`config.mk`:
```
export PLATFORM = sky130hd
export DESIGN_NAME = lcd_nibble_ctrl
export DESIGN_NICKNAME = d
export VERILOG_FILES = /design/src/rtl/lcd_pkg.sv /design/src/rtl/lcd_delay_counter.sv /design/src/rtl/lcd_nibble_ctrl.sv
export SDC_FILE = /design/constraint.sdc
export NUM_CORES = 1
export LEC_CHECK = 0
export BUFFER_PORTS_ARGS = -buffer_cell sky130_fd_sc_hd__clkbuf_2
export CAP_MARGIN = 15
export CORE_UTILIZATION = 55
export DETAILED_ROUTE_END_ITERATION = 8
export PLACE_DENSITY = 0.75
export SLEW_MARGIN = 10
export SYNTH_ARGS = -nofsm -noshare
export SYNTH_HDL_FRONTEND = slang
export SYNTH_SLANG_ARGS = --single-unit
```
`constraint.sdc`:
```
create_clock -name clk -period 2.6 [get_ports clk]
set_input_delay 0.26 -clock clk [delete_from_list [all_inputs] [get_ports clk]]
set_output_delay 0.26 -clock clk [all_outputs]
set_load 0.005 [all_outputs]
```
`src/rtl/lcd_pkg.sv`:
```
// Shared definitions for the HD44780-style 4-bit LCD write controller:
// FSM states, LCDCON bit map, slow opcodes and delay-counter sizing.
package lcd_pkg;

    localparam int CNT_W = 17;

    typedef enum logic [2:0] {
        ST_IDLE,
        ST_SETUP_HI,
        ST_PULSE_HI,
        ST_HOLD_HI,
        ST_SETUP_LO,
        ST_PULSE_LO,
        ST_HOLD_LO,
        ST_EXEC
    } lcd_state_e;

    localparam int CON_BUSY  = 0;
    localparam int CON_RS    = 1;
    localparam int CON_OVF   = 2;
    localparam int CON_NIB   = 3;
    localparam int CON_LCDEN = 7;

    localparam logic [7:0] OP_CLEAR = 8'h01;
    localparam logic [7:0] OP_HOME  = 8'h02;

    // Value to load for a state lasting n clocks; a length of 0 behaves as 1.
    function automatic logic [CNT_W-1:0] cyc_load(input int unsigned n);
        return (n == 0) ? '0 : CNT_W'(n - 1);
    endfunction

endpackage

```
`src/rtl/lcd_delay_counter.sv`:
```
// Down-counter timing each controller phase; done_o is high while the
// count sits at zero, so a load of N-1 spans exactly N clocks.
module lcd_delay_counter
    import lcd_pkg::*;
(
    input  logic             clk,
    input  logic             rst,
    input  logic             load_i,
    input  logic [CNT_W-1:0] load_val_i,
    output logic             done_o
);

    logic [CNT_W-1:0] cnt_q;
    logic [CNT_W-1:0] cnt_d;

    always_comb begin
        cnt_d = cnt_q;
        if (load_i) begin
            cnt_d = load_val_i;
        end else if (cnt_q != '0) begin
            cnt_d = cnt_q - CNT_W'(1);
        end
    end

    // NOTE: state registers use non-blocking assignments so every flop samples pre-edge values.
    always_ff @(posedge clk or posedge rst) begin
        if (rst) begin
            cnt_q <= '0;
        end else begin
            cnt_q <= cnt_d;
        end
    end

    assign done_o = (cnt_q == '0);

endmodule

```
`src/rtl/lcd_nibble_ctrl.sv`:
```
// Byte-to-LCD writer: LCDCON/LCDDAT registers and an FSM that sends a byte
// as two 4-bit nibbles with setup/EN-pulse/hold timing, then waits out execution.
module lcd_nibble_ctrl
    import lcd_pkg::*;
#(
    parameter int unsigned SETUP_CYC     = 4,
    parameter int unsigned PULSE_CYC     = 25,
    parameter int unsigned HOLD_CYC      = 25,
    parameter int unsigned EXEC_CYC      = 2000,
    parameter int unsigned LONG_EXEC_CYC = 82000
) (
    input  logic       clk,
    input  logic       rst,
    input  logic [7:0] reg_data_in,
    input  logic       lcdcon_reg_wr_en,
    output logic [7:0] lcdcon_reg_out,
    input  logic       lcddat_reg_wr_en,
    output logic [7:0] lcddat_reg_out,
    output logic       lcdif_set_en,
    output logic [3:0] lcd_data,
    output logic       lcd_rs,
    output logic       lcd_rw,
    output logic       lcd_en
);

    localparam logic [CNT_W-1:0] SETUP_LD = cyc_load(SETUP_CYC);
    localparam logic [CNT_W-1:0] PULSE_LD = cyc_load(PULSE_CYC);
    localparam logic [CNT_W-1:0] HOLD_LD  = cyc_load(HOLD_CYC);
    localparam logic [CNT_W-1:0] EXEC_LD  = cyc_load(EXEC_CYC);
    localparam logic [CNT_W-1:0] LONG_LD  = cyc_load(LONG_EXEC_CYC);

    lcd_state_e       state_q, state_d;
    logic             rs_q, rs_d, nib_q, nib_d, ovf_q, ovf_d, lcden_q, lcden_d;
    logic [7:0]       dat_q, dat_d;
    logic             xrs_q, xrs_d, xnib_q, xnib_d;
    logic             cnt_load, cnt_done;
    logic [CNT_W-1:0] cnt_val, exec_ld;
    logic             busy, start, abort;

    assign busy    = (state_q != ST_IDLE);
    assign start   = lcddat_reg_wr_en && lcden_q && !busy;
    assign abort   = lcdcon_reg_wr_en && !reg_data_in[CON_LCDEN];
    assign exec_ld = (!xrs_q && (dat_q == OP_CLEAR || dat_q == OP_HOME)) ? LONG_LD : EXEC_LD;

    // The transfer uses its own RS/NIB copies so LCDCON can be rewritten mid-transfer.
    always_comb begin
        // NOTE: every always_comb output gets a default first, so no path can infer a latch.
        rs_d    = rs_q;
        nib_d   = nib_q;
        ovf_d   = ovf_q;
        lcden_d = lcden_q;
        dat_d   = dat_q;
        xrs_d   = xrs_q;
        xnib_d  = xnib_q;
        if (lcdcon_reg_wr_en) begin
            rs_d    = reg_data_in[CON_RS];
            nib_d   = reg_data_in[CON_NIB];
            lcden_d = reg_data_in[CON_LCDEN];
            if (!reg_data_in[CON_OVF]) begin
                ovf_d = 1'b0;
            end
        end
        if (lcddat_reg_wr_en) begin
            if (busy) begin
                ovf_d = 1'b1;
            end else begin
                dat_d = reg_data_in;
                if (lcden_q) begin
                    xrs_d  = rs_q;
                    xnib_d = nib_q;
                end
            end
        end
    end

    always_comb begin
        state_d  = state_q;
        cnt_load = 1'b0;
        cnt_val  = '0;
        unique case (state_q)
            ST_IDLE:     if (start)    begin state_d = ST_SETUP_HI; cnt_load = 1'b1; cnt_val = SETUP_LD; end
            ST_SETUP_HI: if (cnt_done) begin state_d = ST_PULSE_HI; cnt_load = 1'b1; cnt_val = PULSE_LD; end
            ST_PULSE_HI: if (cnt_done) begin state_d = ST_HOLD_HI;  cnt_load = 1'b1; cnt_val = HOLD_LD;  end
            ST_HOLD_HI: begin
                if (cnt_done) begin
                    cnt_load = 1'b1;
                    if (xnib_q) begin
                        state_d = ST_EXEC;
                        cnt_val = exec_ld;
                    end else begin
                        state_d = ST_SETUP_LO;
                        cnt_val = SETUP_LD;
                    end
                end
            end
            ST_SETUP_LO: if (cnt_done) begin state_d = ST_PULSE_LO; cnt_load = 1'b1; cnt_val = PULSE_LD; end
            ST_PULSE_LO: if (cnt_done) begin state_d = ST_HOLD_LO;  cnt_load = 1'b1; cnt_val = HOLD_LD;  end
            ST_HOLD_LO:  if (cnt_done) begin state_d = ST_EXEC;     cnt_load = 1'b1; cnt_val = exec_ld;  end
            ST_EXEC:     if (cnt_done) begin state_d = ST_IDLE; end
            default:     state_d = ST_IDLE;
        endcase
        if (abort) begin
            state_d  = ST_IDLE;
            cnt_load = 1'b0;
        end
    end

    always_ff @(posedge clk or posedge rst) begin
        if (rst) begin
            state_q <= ST_IDLE;
            rs_q    <= 1'b0;
            nib_q   <= 1'b0;
            ovf_q   <= 1'b0;
            lcden_q <= 1'b0;
            dat_q   <= '0;
            xrs_q   <= 1'b0;
            xnib_q  <= 1'b0;
        end else begin
            state_q <= state_d;
            rs_q    <= rs_d;
            nib_q   <= nib_d;
            ovf_q   <= ovf_d;
            lcden_q <= lcden_d;
            dat_q   <= dat_d;
            xrs_q   <= xrs_d;
            xnib_q  <= xnib_d;
        end
    end

    lcd_delay_counter u_delay (
        .clk       (clk),
        .rst       (rst),
        .load_i    (cnt_load),
        .load_val_i(cnt_val),
        .done_o    (cnt_done)
    );

    // Pins decode from registered state only; EXEC keeps the last nibble sent.
    always_comb begin
        lcd_data = 4'h0;
        lcd_rs   = 1'b0;
        unique case (state_q)
            ST_IDLE:                              lcd_data = 4'h0;
            ST_SETUP_HI, ST_PULSE_HI, ST_HOLD_HI: lcd_data = dat_q[7:4];
            ST_SETUP_LO, ST_PULSE_LO, ST_HOLD_LO: lcd_data = dat_q[3:0];
            ST_EXEC:                              lcd_data = xnib_q ? dat_q[7:4] : dat_q[3:0];
            default:                              lcd_data = 4'h0;
        endcase
        if (busy) begin
            lcd_rs = xrs_q;
        end
    end

    assign lcd_en         = (state_q == ST_PULSE_HI) || (state_q == ST_PULSE_LO);
    assign lcd_rw         = 1'b0;
    assign lcdif_set_en   = (state_q == ST_EXEC) && cnt_done;
    assign lcdcon_reg_out = {lcden_q, 3'b000, nib_q, ovf_q, rs_q, busy};
    assign lcddat_reg_out = dat_q;

endmodule
```
; ---- Word level (Yosys, flattened, before mapping)
; Index checks and enable logic that the tools add are counted.
[classes]
n_addsub = 1
n_eq_ne = 17
mux = 31
bitwise_logic = 1
reduce_logical = 22
[op_table]
columns = operator, count
row1 = $mux 17, 6
row2 = $pmux 17 s4, 1
row3 = $mux 3, 9
row4 = $ne 3x3->1 const B, 8
row5 = $pmux 3 s8, 1
row6 = $logic_not 17->1, 1
row7 = $reduce_bool 17->1, 1
row8 = $sub 17x1->17 const B, 1
row9 = $pmux 4 s4, 1
row10 = $eq 3x3->1 const B, 4
row11 = $eq 8x1->1 const B, 1
row12 = $eq 8x2->1 const B, 1
row13 = $mux 1, 8
row14 = $reduce_and 8->1, 1
row15 = $eq 3x2->1 const B, 2
row16 = $reduce_or 3->1, 2
row17 = $reduce_or 6->1, 1
row18 = $logic_and 1x1->1, 5
row19 = $mux 5, 1
row20 = $mux 2, 2
row21 = $mux 4, 1
row22 = $reduce_or 4->1, 1
row23 = $eq 3x1->1 const B, 1
row24 = $logic_not 1->1, 3
row25 = 8 further kinds, 9
[totals]
register_bits = 34
inputBits = 12

; ---- Logic depth before layout (Yosys ltp)
[logic_depth]
word_depth = 8
depth_mapped = 8
mapped_depth_nobuf = 7

; ---- Modules after synthesis
; From an unflattened synthesis, not the netlist that was laid out.
[unflattened]
cells_unflattened = 215
area_unflattened_um2 = 2104.5
[modules_own_cells]
columns = module, instances, cells_per_inst, area_each_um2, seq_area_each_um2
row1 = lcd_delay_counter, 1, 109, 1062.3, 425.4
row2 = lcd_nibble_ctrl, 1, 106, 1042.2, 425.4

; ---- Worst setup path after synthesis
; No wires, ideal clock.
[synth_path]
path_type = register to register
from = register u_delay.cnt_q[0]
to = register u_delay.cnt_q[1]
t_arrival_ns = 1.967
t_required_ns = 2.520
setup_slack_ns = 0.552
path_stages_with_launch = 9
synth_period_minus_slack_ns = 2.048
cell_sequence = dfrtp_1 inv_1 ha_1 or4b_1 or3_4 nor2_4 buf_6 o311ai_0 o211ai_2
[synth_between]
elab_chain_cells = 5
word_cells_on_any_way = 12
cone_classes = add/sub (1) / mux (8) / reduce/logical (3)
[synth_lines]
columns = element, line
row1 = from (decl), lcd_delay_counter.sv:13  ; logic [CNT_W-1:0] cnt_q;
row2 = from (signal assigned), lcd_delay_counter.sv:30  ; cnt_q <= cnt_d;
row3 = "parallel branches: the longest is 5 deep, another holds $sub 17x1->17", --
; Several ways; the timed one is not identified. The select of a mux whose other input is x is not followed.
; A chain may end at the register's enable or synchronous reset.

; ---- Worst setup path in the final report
[layout_path]
from = register u_delay.cnt_q[0]
to = output port lcdif_set_en
[layout_between]
elab_chain_cells = 2
[layout_lines]
columns = element, line
row1 = $logic_not 17->1, lcd_delay_counter.sv:34  ; assign done_o = (cnt_q == '0);
row2 = $logic_and 1x1->1, lcd_nibble_ctrl.sv:156  ; assign lcdif_set_en = (state_q == ST_EXEC) && cnt_done;
row3 = to (decl), lcd_nibble_ctrl.sv:19  ; output logic lcdif_set_en,
; No other way between the ends.

==> impl_metrics.yaml <==
worst_setup_path:
  r2r_start: "u_delay.cnt_q[0]"
  setup.worst_path.end_class: "output port"
  cp-start-kind: "flop"
  reg2reg_slack_ns: 0.24
  r2r_cells: 7
  arrival_ns: 2.17
  required_ns: 2.34
  worstSetupPathType: "flop to output port"
  crit_fanout: 6
  r2r_end: "state_q[0]"
synth:
  avgSynthCellArea_um2: 8.780
  yosys_warnings: 0
  synth-async-reset-ratio_pct: 100.0
  synth_seq_area_share_pct: 42.13
  synth.top_cell.area_share_pct: 42.13
  syn_inst: 230
  yosys-top-cells-area: "dfrtp_1 (42%), nand2_1 (6.3%), o21ai_0 (4.2%)"
  syn_area_um2: 2019
  synth_area_leader_cell: "dfrtp_1"
  ys_top_cells_by_count: "dfrtp_1 (34), nand2_1 (34), o21ai_0 (17), a21oi_1 (13), nor3_1 (12)"
  yosysUniqueCellTypes: 51
  synth_ff_type: "dfrtp_1"
  synth_seq_cells: 34
  synth-edff-count: 0
placement:
  hpwl_um: 3261
  gp_congestion: 0.8475
  dp_slack_ns: 0.2929
  dp_cells: 300
  dpl-instance-area_um2: 2196
  port_buffers: 31
detailed_routing:
  drc: 0
  totalWireLength_um: 4415
  drtIter0Drc: 145
  drtAntennaViolNets: 0
  vias: 1758
  route.detailed.wl_per_inst_um: 14.29
  via_per_inst: 5.689
  drtPass1Iterations: 4
clocking:
  cts_buffer_depth: 2
  clkLatencyLatePin_ns: 0.35
  clock_sinks: 34
  htree_levels: 2
  clk_pin_slew_ns: 0.12
  cts_root_buf: "clkbuf_4"
  cts_tree: "yes"
  cts_setup_buffers: 0
  cts-buffers-inserted: 5
sta:
  finalCritPeriodShare_pct: 93.31
  fin_crit_ns: 2.426
  slew_headroom_pct: 59.89
  setup_tns_ns: 0
  finalWorstSetupSlack_ns: 0.1738
  tightest_slew_ns: 0.6016
  skew_ns: 0.01029
  rsz0062_at_grt: "no"
  finalHoldViolCount: 0
  fmax_ghz: 0.4122
  maxSlewViolCount: 0
  setup_viol_count_final: 0
hold_path:
  holdPathEnd: "lcddat_reg_out[5]"
  hold_depth: 3
  hold_class: "input port to flop"
  hp-start: "reg_data_in[5]"
global_route:
  grt_remaining_overflow: 0
  antenna_found_initial: 0
  grt_max_degree: 35
  grt_usage_pct: 25.48
  grt_first_pass_wirelength_um: 7755
  grt_pass1_vias: 1676
cells_and_area:
  fin_util_pct: 67.84
  synthToLayoutAreaGrowth_pct: 14.75
  nets: 276
  drive_gt1_share_pct: 23.95
  instances_no_fill: 309
  design_area_um2: 2317
  antenna_cells: 0
  fillCellCount: 307
floorplan:
  io_pins: 36
  initial_core_util_pct: 59.12
  fp.dieW_um: 62.60
  die_h_um: 62.60
  rows: 21
  die_area_um2: 3918
  coreArea_um2: 3416
status:
  status: "finished, final reports clean"
run:
  max-cap-violations: 0
pwr:
  power_density_nw_per_um2: 871.2
  worst_ir_drop_vdd_mv: 0.5754
  leakage_nw: 1.066
flip-flops by register name (all words and copies together), names as in the netlist:
register / count
u_delay.cnt_q: 17
nib_q: 1
xnib_q: 1
ovf_q: 1
lcden_q: 1
state_q: 3
rs_q: 1
xrs_q: 1
lcddat_reg_out: 8
worst max-delay path, cell delays in order (launching register included):
cell      delay (ns)
dfrtp_1         0.45
inv_1           0.11
ha_1            0.14
or4b_1          0.50
nor3_2          0.30
and3_1          0.21
clkbuf_2        0.11
stage by stage:
stage               hold WS (ns)  total power [mW]
floorplan                 0.3768             1.321
global placement          0.3553             1.513
detailed placement        0.3628             1.527
CTS                       0.1016             2.025
global route             0.09082             2.177
finish                    0.1085             2.019
what timing repair did:
action | 4_1_cts | 5_1_grt
hold buffers | 1 | 0
endpoints found under the setup margin | 0 | 1
resized for setup | 0 | 1
hold endpoints to repair | 34 | 0
worst max path at each step:
stage	endpoint	startpoint	slack (ns)	cells after the start
6_report	lcdif_set_en	u_delay.cnt_q[0]	0.17	6
5_1_grt	lcdif_set_en	u_delay.cnt_q[0]	0.09	6
4_1_cts	lcdif_set_en	u_delay.cnt_q[0]	0.06	6
3_5_place_dp	state_q[0]	u_delay.cnt_q[0]	0.29	7
3_3_place_gp	state_q[0]	u_delay.cnt_q[0]	0.36	7
2_1_floorplan	u_delay.cnt_q[1]	u_delay.cnt_q[0]	0.55	8
power breakdown:
part | total, mW | internal [mW] | switching (mW)
Clock | 0.495 | 0.301 | 0.194
Sequential | 0.831 | 0.669 | 0.161
Combinational | 0.693 | 0.311 | 0.383
Total | 2.02 | 1.28 | 0.738
area by class of cell:
| cell class | count | area, um^2 | area share (%) |
|---|---|---|---|
| Multi-Input combinational cell | 168 | 1025 | 44.22 |
| Tap cell | 46 | 57.56 | 2.484 |
| Clock inverter | 3 | 68.82 | 2.970 |
| Sequential cell | 34 | 850.8 | 36.72 |
| Timing Repair Buffer | 41 | 232.7 | 10.04 |
| Clock buffer | 5 | 37.54 | 1.620 |
| Inverter | 12 | 45.04 | 1.944 |
kinds of logic after synthesis:
logic type	synth area share (%)
DFF	42.13
and+or+nand+nor	23.17
adders and majority gates	1.239
muxes	3.841
buffers and inverters	7.930
xor gates and xnor gates	4.771
other	0.1857
AOI/OAI and AO/OA	16.73
metal layers:
| metal | part of all wire [%] | wire [um] | global-route usage, % |
|---|---|---|---|
| met1 | 44 | 1957 | 32.06 |
| met2 | 49 | 2178 | 42.93 |
| met3 | 5.2 | 229 | 6.204 |
| met4 | 1.1 | 50 | 8.140 |
| met5 | 0 | 0 | 0 |
cell usage in the layout (no fill, tap or decap), types with 2 or more instances in the layout:
| master | netlist | routed |
|---|---|---|
| nor2b_1 | 2 | 2 |
| clkbuf_4 | 0 | 5 |
| nor3_1 | 12 | 11 |
| ha_1 | 2 | 2 |
| a31oi_1 | 3 | 3 |
| conb_1 | 1 | 4 |
| o21ai_1 | 4 | 4 |
| o21a_1 | 2 | 2 |
| nand3_1 | 7 | 7 |
| xor2_1 | 6 | 6 |
| o311ai_0 | 2 | 2 |
| and3_1 | 2 | 2 |
| a21oi_1 | 13 | 13 |
| nor2_1 | 6 | 6 |
| clkbuf_2 | 0 | 31 |
| xnor2_1 | 5 | 5 |
| nand2b_1 | 3 | 3 |
| dfrtp_1 | 34 | 34 |
| nor3_2 | 1 | 2 |
| or4_1 | 3 | 3 |
| o21ai_0 | 17 | 17 |
| a32o_1 | 2 | 2 |
| nor4_1 | 5 | 5 |
| bufinv_16 | 0 | 2 |
| nand2_1 | 34 | 34 |
| o22ai_1 | 4 | 4 |
| nand4_1 | 2 | 2 |
| and2_1 | 2 | 2 |
| inv_1 | 11 | 11 |
| buf_4 | 9 | 9 |
| mux2_2 | 6 | 6 |
Note: power is estimated with default switching activity, not from simulation.
